==> config.mk <==
export PLATFORM = sky130hd
export DESIGN_NAME = block_lock_fsm
export DESIGN_NICKNAME = d
export VERILOG_FILES = /design/src/rtl/block_lock_fsm.sv
export SDC_FILE = /design/constraint.sdc
export NUM_CORES = 1
export LEC_CHECK = 0
export ABC_AREA = 1
export CORE_ASPECT_RATIO = 1.4
export CORE_MARGIN = 1
export CORE_UTILIZATION = 58
export DETAILED_ROUTE_END_ITERATION = 16
export GPL_TIMING_DRIVEN = 1
export PLACE_DENSITY = 0.76
export SYNTH_ARGS = -nofsm -noshare
export SYNTH_HDL_FRONTEND = slang
export SYNTH_SLANG_ARGS = --single-unit
==> constraint.sdc <==
create_clock -name i_clock -period 2.4 [get_ports i_clock]
set_clock_uncertainty 0.1 [all_clocks]
set_input_delay 0.48 -clock i_clock [delete_from_list [all_inputs] [get_ports i_clock]]
set_output_delay 0.48 -clock i_clock [all_outputs]
set_load 0.02 [all_outputs]
==> src/rtl/block_lock_fsm.sv <==
// block_lock_fsm: sync-header lock controller for the 100GbE PCS receive path.
// Judges the aligner's per-block header verdicts, steers its bit offset with
// slip pulses and raises block lock using the 64 / 1024 / 65 rules.
// Ports: i_clock, i_reset (async, active low), i_valid, i_signal_ok,
//        i_sh_valid -> o_block_lock, o_slip, o_search_index (all registered).
// Option: define BLOCK_LOCK_SLIP_HOLDOFF_EN to ignore SLIP_HOLDOFF valid
//         blocks after each slip while the aligner's shifter pipeline refills.
module block_lock_fsm #(
   parameter int NB_CODED_BLOCK    = 66,
   parameter int N_UNLOCKED_WINDOW = 64,
   parameter int N_LOCKED_WINDOW   = 1024,
   parameter int MAX_INVALID_SH    = 65,
   parameter int SLIP_HOLDOFF      = 4
) (
   input  logic                              i_clock,
   input  logic                              i_reset,
   input  logic                              i_valid,
   input  logic                              i_signal_ok,
   input  logic                              i_sh_valid,
   output logic                              o_block_lock,
   output logic                              o_slip,
   output logic [$clog2(NB_CODED_BLOCK)-1:0] o_search_index
);

   localparam int IDX_W  = $clog2(NB_CODED_BLOCK);
   // sh_cnt also paces the holdoff, so it must cover that count too
   localparam int SH_MAX = (SLIP_HOLDOFF > N_LOCKED_WINDOW) ?
                           SLIP_HOLDOFF : N_LOCKED_WINDOW;
   localparam int SH_W   = $clog2(SH_MAX) + 1;
   localparam int INV_W  = $clog2(MAX_INVALID_SH) + 1;

   typedef enum logic [1:0] {
      INIT    = 2'd0,
      TEST    = 2'd1,
      SLIP    = 2'd2,
      HOLDOFF = 2'd3
   } state_t;

   state_t           state, state_nxt;
   logic [SH_W-1:0]  sh_cnt, sh_nxt, sh_inc;
   logic [INV_W-1:0] invalid_cnt, inv_nxt, inv_inc;
   logic             lock_nxt;
   logic             slip_nxt;

   // state register
   always_ff @(posedge i_clock or negedge i_reset) begin
      if (!i_reset) begin
         state          <= INIT;
         sh_cnt         <= '0;
         invalid_cnt    <= '0;
         o_block_lock   <= 1'b0;
         o_slip         <= 1'b0;
         o_search_index <= '0;
      end else begin
         state        <= state_nxt;
         sh_cnt       <= sh_nxt;
         invalid_cnt  <= inv_nxt;
         o_block_lock <= lock_nxt;
         o_slip       <= slip_nxt;
         // the aligner moves on the edge that ends the slip pulse
         if (o_slip) begin
            if (o_search_index == IDX_W'(NB_CODED_BLOCK - 1))
               o_search_index <= '0;
            else
               o_search_index <= o_search_index + IDX_W'(1);
         end
      end
   end

   // next-state logic
   always_comb begin
      state_nxt = state;
      sh_nxt    = sh_cnt;
      inv_nxt   = invalid_cnt;
      lock_nxt  = o_block_lock;
      sh_inc    = sh_cnt + SH_W'(1);
      inv_inc   = i_sh_valid ? invalid_cnt : invalid_cnt + INV_W'(1);

      if (!i_signal_ok) begin
         state_nxt = INIT;
         sh_nxt    = '0;
         inv_nxt   = '0;
         lock_nxt  = 1'b0;
      end else begin
         unique case (state)
            INIT: begin
               state_nxt = TEST;
               sh_nxt    = '0;
               inv_nxt   = '0;
               lock_nxt  = 1'b0;
            end
            TEST: begin
               if (i_valid) begin
                  if (!o_block_lock) begin
                     if (!i_sh_valid) begin
                        state_nxt = SLIP;
                        sh_nxt    = '0;
                        inv_nxt   = '0;
                     end else if (sh_inc == SH_W'(N_UNLOCKED_WINDOW)) begin
                        lock_nxt  = 1'b1;
                        sh_nxt    = '0;
                        inv_nxt   = '0;
                     end else begin
                        sh_nxt    = sh_inc;
                     end
                  end else begin
                     // invalid limit is tested first so it wins on the
                     // last block of a window
                     if (inv_inc == INV_W'(MAX_INVALID_SH)) begin
                        state_nxt = SLIP;
                        lock_nxt  = 1'b0;
                        sh_nxt    = '0;
                        inv_nxt   = '0;
                     end else if (sh_inc == SH_W'(N_LOCKED_WINDOW)) begin
                        sh_nxt    = '0;
                        inv_nxt   = '0;
                     end else begin
                        sh_nxt    = sh_inc;
                        inv_nxt   = inv_inc;
                     end
                  end
               end
            end
            SLIP: begin
               sh_nxt    = '0;
               inv_nxt   = '0;
               lock_nxt  = 1'b0;
`ifdef BLOCK_LOCK_SLIP_HOLDOFF_EN
               state_nxt = HOLDOFF;
`else
               state_nxt = TEST;
`endif
            end
`ifdef BLOCK_LOCK_SLIP_HOLDOFF_EN
            HOLDOFF: begin
               if (i_valid) begin
                  if (sh_inc == SH_W'(SLIP_HOLDOFF)) begin
                     state_nxt = TEST;
                     sh_nxt    = '0;
                  end else begin
                     sh_nxt    = sh_inc;
                  end
               end
            end
`endif
            default: begin
               state_nxt = INIT;
               sh_nxt    = '0;
               inv_nxt   = '0;
               lock_nxt  = 1'b0;
            end
         endcase
      end
   end

   // output logic: the slip pulse follows one cycle spent in SLIP
   always_comb begin
      slip_nxt = 1'b0;
      if (state == SLIP && i_signal_ok)
         slip_nxt = 1'b1;
   end

endmodule
# After elaboration in Yosys (flattened, before gate mapping)
# Cells that the tools add are included.
dict set report totals {
  register_bits 30
  in_bits 5
}
dict set report op_classes {
  add_sub_neg 3
  n_eq_ne 10
  mux 32
  reduce_logical 5
}
# op count
set op_table {}
lappend op_table {{11-bit 2-to-1 mux} 8}
lappend op_table {{8-bit 2-to-1 mux} 9}
lappend op_table {{11-bit by 1-bit adder with 11-bit output, second input constant} 1}
lappend op_table {{11-bit equality test, second input constant} 1}
lappend op_table {{11-bit by 7-bit equality test with 1-bit output, second input constant} 1}
lappend op_table {{2-bit 2-to-1 mux} 5}
lappend op_table {{8-bit by 1-bit adder with 8-bit output, second input constant} 1}
lappend op_table {{8-bit by 7-bit equality test with 1-bit output, second input constant} 1}
lappend op_table {{1-bit 2-to-1 mux} 8}
lappend op_table {{4-bit != test, second input constant} 2}
lappend op_table {{7-bit by 1-bit adder with 7-bit output, second input constant} 1}
lappend op_table {{7-bit equality test, second input constant} 1}
lappend op_table {{7-bit 2-to-1 mux} 1}
lappend op_table {{5-bit != test, second input constant} 1}
lappend op_table {{2-bit one-hot mux with 2 select lines} 1}
lappend op_table {{3-bit != test, second input constant} 1}
lappend op_table {{3-bit AND reduction} 1}
lappend op_table {{2-bit by 1-bit equality test with 1-bit output, second input constant} 1}
lappend op_table {{2-bit equality test, second input constant} 1}
lappend op_table {{2-bit zero test} 1}
lappend op_table {{2-bit AND reduction} 1}
lappend op_table {{2-bit OR reduction} 1}
lappend op_table {{1-bit logical AND} 1}

# Logic depth before layout (Yosys ltp)
# Gate-level depths: netlist (run 1).
dict set report logic_depth {
  ltp_word 8
  mapped_depth 14
  ltp_nobuf 13
}

# Worst setup path after synthesis (run 1)
# No wires, ideal clock.
dict set report synth_path {
  kind {register to register}
  startpoint {register sh_cnt[0]}
  endpoint {register invalid_cnt[2]}
  setup_ns 0.118
  t_arrival_ns 1.620
  path_slack_ns 0.561
  path_stages_with_launch 14
  n_path_buf 1
  synth_period_minus_slack_ns 1.839
  cell_sequence {dfrtp_1 -> ha_1 -> nand2_4 -> nor2_4 -> nand2_1 -> nand2_1 -> nand3_2 -> nor2_4 -> nand3_2 -> nand2_1 -> nand2_1 -> buf_6 -> nand2_1 -> o21ai_2}
}
dict set report synth_via {
  elab_chain_len 8
  elab_cells_between_ends 11
  classes_between {add/sub: 1; eq/ne: 3; mux: 6; reduce/logical: 1}
}
# item line
set synth_lines {}
lappend synth_lines {{start: declaration} 40} ;# logic [SH_W-1:0] sh_cnt, sh_nxt, sh_inc;
lappend synth_lines {{start signal: assignment} 56} ;# sh_cnt <= sh_nxt;
lappend synth_lines {{11-bit by 1-bit adder with 11-bit output *} 76} ;# sh_inc = sh_cnt + SH_W'(1);
lappend synth_lines {{11-bit equality test} 114} ;# end else if (sh_inc == SH_W'(N_LOCKED_WINDOW)) begin
lappend synth_lines {{8-bit 2-to-1 mux} 114}
lappend synth_lines {{8-bit 2-to-1 mux} 109} ;# if (inv_inc == INV_W'(MAX_INVALID_SH)) begin
lappend synth_lines {{8-bit 2-to-1 mux} 94} ;# if (!o_block_lock) begin
lappend synth_lines {{8-bit 2-to-1 mux} 93} ;# if (i_valid) begin
lappend synth_lines {{8-bit 2-to-1 mux} 85} ;# unique case (state)
lappend synth_lines {{8-bit 2-to-1 mux} 79} ;# if (!i_signal_ok) begin
lappend synth_lines {{end signal: assignment} 57} ;# invalid_cnt <= inv_nxt;
lappend synth_lines {{end: declaration} 41} ;# logic [INV_W-1:0] invalid_cnt, inv_nxt, inv_inc;
# Mark *: on every way between the ends. The rest lies on a longest branch, timed or not. The select of a mux whose other input is x is not followed.
# A chain may end at the register's enable or synchronous reset.

# Worst setup path after layout (run 1)
dict set report layout_path {
  startpoint {input port i_sh_valid}
  endpoint {register sh_cnt[8]}
}
dict set report layout_via {
  elab_chain_len 7
  elab_cells_between_ends 8
  classes_between {eq/ne: 1; mux: 7}
}
# item line
set layout_lines {}
lappend layout_lines {{start: declaration} 19} ;# input logic i_sh_valid,
lappend layout_lines {{8-bit 2-to-1 mux} 77} ;# inv_inc = i_sh_valid ? invalid_cnt : invalid_cnt + INV_W'(1);
lappend layout_lines {{8-bit by 7-bit equality test with 1-bit output} 109}
lappend layout_lines {{11-bit 2-to-1 mux} 109}
lappend layout_lines {{11-bit 2-to-1 mux *} 94}
lappend layout_lines {{11-bit 2-to-1 mux *} 93}
lappend layout_lines {{11-bit 2-to-1 mux *} 85}
lappend layout_lines {{11-bit 2-to-1 mux *} 79}
# Marks and branches as above.

==> out/metrics.yaml, run 1 <==
leakage_nw: 1.16
cp.depth: 13
io_buffers: 13
crit_buf_inv: 2
fin_util_pct: 70.8
synth_area_leader_cell: "dfrtp_1"
placed_cell_area_mm2: 0.00212
drv_slew: 0
total_power_mw: 1.23
worstMarginPinSlew_ps: 392
fin_area_mm2: 0.00223
cts.sink_count: 30
yosysWarnings: 0
grt_pass1_wl_um: 7450
ff2ff_setup_slack_ps: 240
final-hold-violation-count: 0
routedWlPerCell_um: 12.7
area_delta_synth_final_pct: 14.5
first_pass_iters: 4
r2r_cells: 12
avgSynthCellArea_um2: 6.80
grt_setup_unrepaired: "no"
cts_hold_buf: 0
ir_drop_uv: 689
antenna_found_initial: 0
crit_chain: "clkdlybuf4s50_1 > inv_1 > nand2_1 > nor2_1 > nand2_1 > nand2_1 > nand3_1 > nor2_1 > nand3_1 > nand2_1 > nand2_1 > nand2_1 > o21ai_0"
worstPathRequired_ps: 2460
r2r_start: "sh_cnt[0]"
startpoint_type: "input pin"
setup_viol: 0
hp-class: "reg2reg"
seq_area_frac_synth_pct: 38.5
fmax_ghz: 0.461
cts_tree: "yes"
dieHeight_um: 70.6
layout_setup_ws_ps: 232
routed_wirelength_um: 4380
endpoint: "sh_cnt[8]"
path_clk_slew_ps: 60
ys_ff_latch: 30
grt_pass1_vias: 1741
path_max_fanout: 5
core_mm2: 0.00315
final_cell_mix: "108 x nand2_1, 35 x nor2_1, 34 x inv_1"
r2r-end: "sh_cnt[7]"
cts_made_buffers: 5
fin_crit_ps: 2170
via_per_inst: 5.26
clk_latency_ps: 280
cts-root-buf: "clkbuf_8"
antenna_cells: 0
htree_num_levels: 2
dp_hpwl_um: 3180
ys_types: 26
critPathTopFamily: "simple AND/OR/NAND/NOR gates"
final_layout_size_suffix_gt1_share_pct: 7.84
drc: 0
tns_ps: 0
final_common_cell: "nand2_1"
cap_violations: 0
grt-ovfl-total: 0
crit_path_frequent_cell: "nand2_1"
status: "complete, no violations"
cts_buffer_depth: 2
crit_start: "i_sh_valid"
dr_total_vias: 1816
boundaryPins: 14
dp_slack_ps: 20.9
syn_inst: 287
drtIter0Drc: 54
fin_nets: 314
grt_max_degree: 31
detail-route-antenna-nets: 0
synth_top_area_share_pct: 38.5
worst_ep_arrival_time_ps: 2220
end_kind: "flop"
syn_area_mm2: 0.00195
power.density_mw_per_mm2: 550
rows: 24
die-area_mm2: 0.00360
crit_path_max_incr_delay_ps: 450
cp_slowest_cell: "clkdlybuf4s50_1"
start_util_pct: 61.9
syn-num-nets: 296
relSlewSlack_pct: 73.9
die_x_um: 51.0
yosys-top-cells-area: "dfrtp_1 38%, nand2_1 21%, nor2_1 6.7%"
track_usage_pct: 27.8
gp_congestion: 0.840
worstSetupPathType: "in2reg"
period_share_pct: 90.3
## repair_timing
action / in CTS / in global routing
resized for setup: 0 / 1
setup endpoints to repair: 0 / 7
setup buffers: 0 / 0
## cell families after synthesis
| logic type | Yosys count | synth area share, % |
|---|---|---|
| simple gates | 187 | 41.9 |
| compound gates | 21 | 6.48 |
| buf+inv | 39 | 7.89 |
| xor+xnor | 6 | 2.69 |
| fa+ha+maj | 4 | 2.57 |
| flops | 30 | 38.5 |
## cells in the mapped netlist
cell        n
inv_2       1
a21oi_1     8
nor2_4      3
inv_1      34
nor2_1     35
ha_1        4
nand2_4     1
buf_6       1
nand3_2     4
a21o_1      2
o22ai_1     1
dfrtp_1    30
nand2_2     1
o21bai_1    3
xor2_1      6
nor3b_1     1
o21ai_2     2
o21ai_0     3
nand4_1     7
nand3_1    21
nand2_1   109
o21ai_1     2
clkbuf_1    3
nand3b_1    1
nor3_1      3
nor2_2      1
## per-stage QoR
step,cells,hold WS (ps)
after floorplan,287,84.4
after global placement,337,390
after detailed placement,337,397
after CTS,345,412
after global routing,345,432
final,345,405
## how the worst min path moves through the flow
stage / start / endpoint / slack (ps) / cells after the start
after floorplan: i_reset / invalid_cnt[0] / 80 / 0
after global placement: sh_cnt[10] / sh_cnt[10] / 390 / 2
after detailed placement: sh_cnt[10] / sh_cnt[10] / 400 / 2
after CTS: sh_cnt[10] / sh_cnt[10] / 410 / 2
after global routing: sh_cnt[10] / sh_cnt[10] / 430 / 2
final: sh_cnt[10] / sh_cnt[10] / 410 / 2
## layout make-up
| class | count | area, um^2 |
|---|---|---|
| multi-input cells | 218 | 1050 |
| fillers | 295 | 920 |
| flip-flops and latches | 30 | 751 |
| repair buffers | 15 | 145 |
| inverters | 35 | 131 |
| clock buffers | 5 | 68.8 |
| well taps | 39 | 48.8 |
| clock inverters | 3 | 40.0 |
## sequential cells by signal, summed over array words and instances (netlist names)
| register | count |
|---|---|
| o_search_index | 7 |
| o_block_lock | 1 |
| state | 2 |
| invalid_cnt | 8 |
| o_slip | 1 |
| sh_cnt | 11 |
## routing by layer
metal,GRT usage [%],vias up,part of all wire [%]
met3,5.59,10,3.2
met4,13.3,0,2.7
met5,0,-,0
met1,30.6,833,42
met2,49.6,39,52
li1,-,934,-
## report_power, final
group | internal (mW) | switching, mW | total (mW) | leakage [nW]
sequential | 0.528 | 0.0251 | 0.553 | 0.413
clock | 0.305 | 0.196 | 0.501 | 0.0579
combinational | 0.0687 | 0.107 | 0.176 | 0.688
## worst register-to-register path: stages (launching register included)
cell and delay (ps):
dfrtp_1 450, ha_1 250, nand2_4 100, nor2_4 130, nand2_1 60, nand2_1 100, nand3_2 110, nor2_4 170
nand3_2 160, nand3_1 150, nand2_2 150, nand2_1 90, nand2_1 50
No activity file was read; power rests on OpenSTA's default activity.
==> run 2, diff against run 1 <==
PLACE_DENSITY = 0.85   (was 0.76)
==> out/metrics.yaml, run 2 (synthesis results as in run 1) <==
hp-start: "state[1]"  # was sh_cnt[10]
fin_crit_ps: 2140  # was 2170 ps
setup_viol: 0  # unchanged
grt_setup_unrepaired: "no"  # unchanged
dp_hpwl_um: 3080  # was 3180 um
boundaryPins: 14  # unchanged
final_common_cell: "nand2_1"  # unchanged
hold_path_end: "o_slip"  # was sh_cnt[10]
startpoint_type: "input pin"  # unchanged
path_max_fanout: 8  # was 5
post_cts_resized: 0  # unchanged
start_util_pct: 61.9  # unchanged
total_power_mw: 1.38  # was 1.23 mW
relSlewSlack_pct: 74.0  # was 73.9%
ff2ff_setup_slack_ps: 280  # was 240 ps
dr_total_vias: 1852  # was 1816
antenna_found_initial: 0  # unchanged
power.density_mw_per_mm2: 607  # was 550 mW/mm^2
clk_latency_ps: 290  # was 280 ps
gp_congestion: 0.936  # was 0.840
hold_path_depth: 2  # unchanged
dp_slack_ps: 9.85  # was 20.9 ps
dieHeight_um: 70.6  # unchanged
grt_pass1_wl_um: 7470  # was 7450 um
fill_cells: 254  # was 295
crit_buf_inv: 2  # unchanged
via_per_inst: 5.37  # was 5.26
cts_tree: "yes"  # unchanged
grt_pass1_vias: 1823  # was 1741
htree_num_levels: 2  # unchanged
top_register: "sh_cnt"  # unchanged
cts_made_buffers: 5  # unchanged
fmax_ghz: 0.467  # was 0.461 GHz
cp_slowest_cell: "clkdlybuf4s50_1"  # unchanged
period_share_pct: 89.2  # was 90.3%
critPathTopFamily: "simple AND/OR/NAND/NOR gates"  # unchanged
first_pass_iters: 4  # unchanged
r2r-end: "sh_cnt[7]"  # unchanged
antenna_cells: 0  # unchanged
worstPathRequired_ps: 2470  # was 2460 ps
area_delta_synth_final_pct: 16.2  # was 14.5%
routedWlPerCell_um: 12.7  # about the same
drc: 0  # unchanged
detail-route-antenna-nets: 0  # unchanged
layout_setup_ws_ps: 258  # was 232 ps
worstMarginPinSlew_ps: 390  # was 392 ps
rows: 24  # unchanged
cts_buffer_depth: 2  # unchanged
io_buffers: 13  # unchanged
crit_path_frequent_cell: "nand2_1"  # unchanged
fin_util_pct: 71.9  # was 70.8%
final-hold-violation-count: 0  # unchanged
cp.depth: 13  # unchanged
cts_hold_buf: 0  # unchanged
final_cell_mix: "108 x nand2_1, 35 x nor2_1, 34 x inv_1"  # unchanged
grt_max_degree: 31  # unchanged
drtIter0Drc: 61  # was 54
end_kind: "flop"  # unchanged
post-cts-setup-buffer-count: 0  # unchanged
worstSetupPathType: "in2reg"  # unchanged
r2r_start: "sh_cnt[0]"  # unchanged
path_clk_slew_ps: 70  # was 60 ps
cts-root-buf: "clkbuf_8"  # unchanged
core_mm2: 0.00315  # unchanged
leakage_nw: 1.17  # was 1.16 nW
routed_wirelength_um: 4370  # was 4380 um
cap_violations: 0  # unchanged
status: "complete, no violations"  # unchanged
cts.sink_count: 30  # unchanged
reg.largest.list: "sh_cnt x11, invalid_cnt x8, o_search_index x7"  # unchanged
largest_reg_flops: 11  # unchanged
ir_drop_uv: 582  # was 689 uV
worst_ep_arrival_time_ps: 2210  # was 2220 ps
track_usage_pct: 27.9  # was 27.8%
grt-ovfl-total: 0  # unchanged
crit_start: "i_sh_valid"  # unchanged
crit_chain: "clkdlybuf4s50_1 > inv_1 > nand2_1 > nor2_1 > nand2_1 > nand2_1 > nand3_1 > nor2_1 > nand3_1 > nand3_1 > nand2_2 > nand2_1 > nand2_1"  # was clkdlybuf4s50_1 > inv_1 > nand2_1 > nor2_1 > nand2_1 > nand2_1 > nand3_1 > nor2_1 > nand3_1 > nand2_1 > nand2_1 > nand2_1 > o21ai_0
tns_ps: 0  # unchanged
r2r_cells: 12  # unchanged
crit_path_max_incr_delay_ps: 460  # was 450 ps
die_x_um: 51.0  # unchanged
die-area_mm2: 0.00360  # unchanged
fin_nets: 314  # unchanged
hp-class: "reg2reg"  # unchanged
drv_slew: 0  # unchanged
final_layout_size_suffix_gt1_share_pct: 7.84  # unchanged
## run 2: cell count changes in the layout (fill, tap and decap cells not counted), sizes merged
| cell | change |
|---|---|
| bufinv | +1 |
| clkbuf | +1 |
| clkinv | -2 |
## run 2: area by class of cell
| class | count | area, um^2 | share of cell area (%) |
|---|---|---|---|
| timing repair buffer | 15 | 145 | 6.40 |
| clock buffer | 6 | 82.6 | 3.64 |
| tap | 39 | 48.8 | 2.15 |
| clock inverter | 2 | 60.1 | 2.65 |
| inverter | 35 | 131 | 5.79 |
| multi-input combinational | 218 | 1050 | 46.2 |
| sequential | 30 | 751 | 33.1 |
## run 2: layer usage
metal / vias to the layer above / global-route usage, % / routed length (um)
met3: 13 / 5.38 / 144
li1: 933 / - / -
met1: 866 / 30.8 / 1790
met4: 0 / 15.7 / 131
met5: - / 0 / 0
met2: 40 / 48.5 / 2300
## run 2: worst max-delay path by stage
stage	to
global route	sh_cnt[4]
global placement	state[0]
floorplan	invalid_cnt[2]
CTS	invalid_cnt[2]
detailed placement	sh_cnt[9]
finish	sh_cnt[7]
## run 2: tightest hold or removal path: cells and delay by family, from the launching register on
family | cells | cell delay [ps]
AND/OR/NAND/NOR | 2 | 100
flip-flops | 1 | 380
## run 2: where the power goes
group          switching, mW  internal, mW
registers             0.0262         0.528
logic                  0.111        0.0700
clock network          0.199         0.443
total                  0.335          1.04
## run 2: metrics by stage
step / hold slack [ps] / area (um^2) / std cells
detailed placement: 398 / 2120 / 337
finish: 408 / 2270 / 345
global route: 443 / 2270 / 345
global placement: 385 / 2120 / 337
CTS: 406 / 2260 / 345
floorplan: 84.4 / 1950 / 287
==> run 3, diff against run 2 <==
CORE_UTILIZATION = 59   (was 58)
PLACE_DENSITY = 0.86   (was 0.85)
clock period = 2.6 ns   (was 2.4 ns; I/O delays follow)
==> out/metrics.yaml, run 3 (synthesis results as in run 1) <==
status: "complete, no violations"  # unchanged
worstPathRequired_ps: 2660  # was 2470 ps
dp_hpwl_um: 3040  # was 3080 um
rows: 24  # unchanged
r2r-end: "invalid_cnt[2]"  # was sh_cnt[7]
endpoint: "invalid_cnt[2]"  # was sh_cnt[7]
ff2ff_setup_slack_ps: 380  # was 280 ps
fill_cells: 276  # was 254
drc: 0  # unchanged
grt_pass1_vias: 1742  # was 1823
boundaryPins: 14  # unchanged
top_register: "sh_cnt"  # unchanged
start_util_pct: 62.5  # was 61.9%
final_common_cell: "nand2_1"  # unchanged
ir_drop_uv: 428  # was 582 uV
worstMarginPinSlew_ps: 410  # was 390 ps
worstSetupPathType: "reg2reg"  # was in2reg
detail-route-antenna-nets: 0  # unchanged
layout_setup_ws_ps: 377  # was 258 ps
fin_nets: 314  # unchanged
post-cts-setup-buffer-count: 0  # unchanged
hp-class: "reg2reg"  # unchanged
worst_ep_arrival_time_ps: 2280  # was 2210 ps
drtIter0Drc: 66  # was 61
final_cell_mix: "109 x nand2_1, 35 x nor2_1, 34 x inv_1"  # was 108 x nand2_1, 35 x nor2_1, 34 x inv_1
relSlewSlack_pct: 72.6  # was 74.0%
largest_reg_flops: 11  # unchanged
routedWlPerCell_um: 11.8  # was 12.7 um
core_mm2: 0.00312  # was 0.00315 mm^2
grt_max_degree: 31  # unchanged
via_per_inst: 5.21  # was 5.37
die-area_mm2: 0.00354  # was 0.00360 mm^2
cts_hold_buf: 0  # unchanged
dieHeight_um: 70.0  # was 70.6 um
grt-ovfl-total: 0  # unchanged
routed_wirelength_um: 4080  # was 4370 um
cts.sink_count: 30  # unchanged
antenna_cells: 0  # unchanged
drv_slew: 0  # unchanged
fmax_ghz: 0.450
track_usage_pct: 26.3  # was 27.9%
final-hold-violation-count: 0  # unchanged
reg.largest.list: "sh_cnt x11, invalid_cnt x8, o_search_index x7"  # unchanged
cts_made_buffers: 5  # unchanged
first_pass_iters: 4  # unchanged
end_kind: "flop"  # unchanged
die_x_um: 50.6  # was 51.0 um
crit_start: "sh_cnt[0]"  # was i_sh_valid
period_share_pct: 85.5
cts_buffer_depth: 2  # unchanged
io_buffers: 13  # unchanged
r2r_start: "sh_cnt[0]"  # unchanged
grt_pass1_wl_um: 7090  # was 7470 um
grt_setup_unrepaired: "no"  # unchanged
final_layout_size_suffix_gt1_share_pct: 7.52  # was 7.84%
cts_tree: "yes"  # unchanged
setup_viol: 0  # unchanged
power.density_mw_per_mm2: 480  # was 607 mW/mm^2
antenna_found_initial: 0  # unchanged
path_max_fanout: 11  # was 8
clk_latency_ps: 280  # was 290 ps
cts-root-buf: "clkbuf_8"  # unchanged
tns_ps: 0  # unchanged
startpoint_type: "flop"  # was input pin
gp_congestion: 0.957  # was 0.936
htree_num_levels: 2  # unchanged
fin_crit_ps: 2220
hold_path_depth: 2  # unchanged
cap_violations: 0  # unchanged
post_cts_resized: 0  # unchanged
dr_total_vias: 1796  # was 1852
area_delta_synth_final_pct: 13.7  # was 16.2%
dp_slack_ps: 158  # was 9.85 ps
leakage_nw: 1.15  # was 1.17 nW
path_clk_slew_ps: 70  # about the same
r2r_cells: 12  # unchanged
run 3: critical path: stages, from the launching register on:
cell	delay, ps
dfrtp_1	450
ha_1	250
nand2_4	100
nor2_4	130
nand2_1	60
nand2_1	90
nand3_2	100
nor2_4	160
nand3_2	110
nand2_1	70
nand2_1	250
nand2_1	170
o21ai_2	60
run 3: worst min-delay path by stage:
stage | slack (ps) | end | from
after detailed placement | 390 | o_slip | state[1]
after global placement | 380 | o_slip | state[1]
after CTS | 410 | o_slip | state[1]
after floorplan | 120 | invalid_cnt[0] | i_reset
final | 400 | o_slip | state[1]
after global routing | 440 | o_slip | state[1]
run 3: metal layers:
| layer | up-vias | track usage, % | part of all wire [%] |
|---|---|---|---|
| li1 | 934 | - | - |
| met1 | 825 | 29.5 | 42 |
| met2 | 29 | 46.2 | 53 |
| met3 | 8 | 6.10 | 3.5 |
| met4 | 0 | 11.7 | 2.0 |
| met5 | - | 0 | 0 |
run 3: area by class of cell:
| class | instances | area, um^2 | share of cell area (%) |
|---|---|---|---|
| timing repair buffer | 15 | 145 | 6.55 |
| clock inverter | 2 | 12.5 | 0.564 |
| multi-input combinational | 218 | 1050 | 47.2 |
| tap | 39 | 48.8 | 2.20 |
| inverter | 35 | 131 | 5.93 |
| sequential | 30 | 751 | 33.9 |
| clock buffer | 6 | 82.6 | 3.72 |
run 3: per-stage QoR:
stage / util (%) / hold WS, ps / instances / power [mW] / cell area, um^2
2_1_floorplan: - / 124 / 287 / 0.611 / 1950
3_3_place_gp: 67.9 / 383 / 337 / 0.676 / 2120
3_5_place_dp: 67.9 / 391 / 337 / 0.684 / 2120
4_1_cts: 71.0 / 409 / 345 / 1.08 / 2220
5_1_grt: 71.0 / 435 / 345 / 1.12 / 2220
6_report: 71.0 / 403 / 345 / 1.06 / 2220
run 3: where the power goes:
part	leakage [nW]	total (mW)	switching (mW)	internal, mW
clock network	0.0472	0.392	0.180	0.212
logic	0.688	0.161	0.0973	0.0639
registers	0.413	0.511	0.0236	0.487
total	1.15	1.06	0.301	0.763
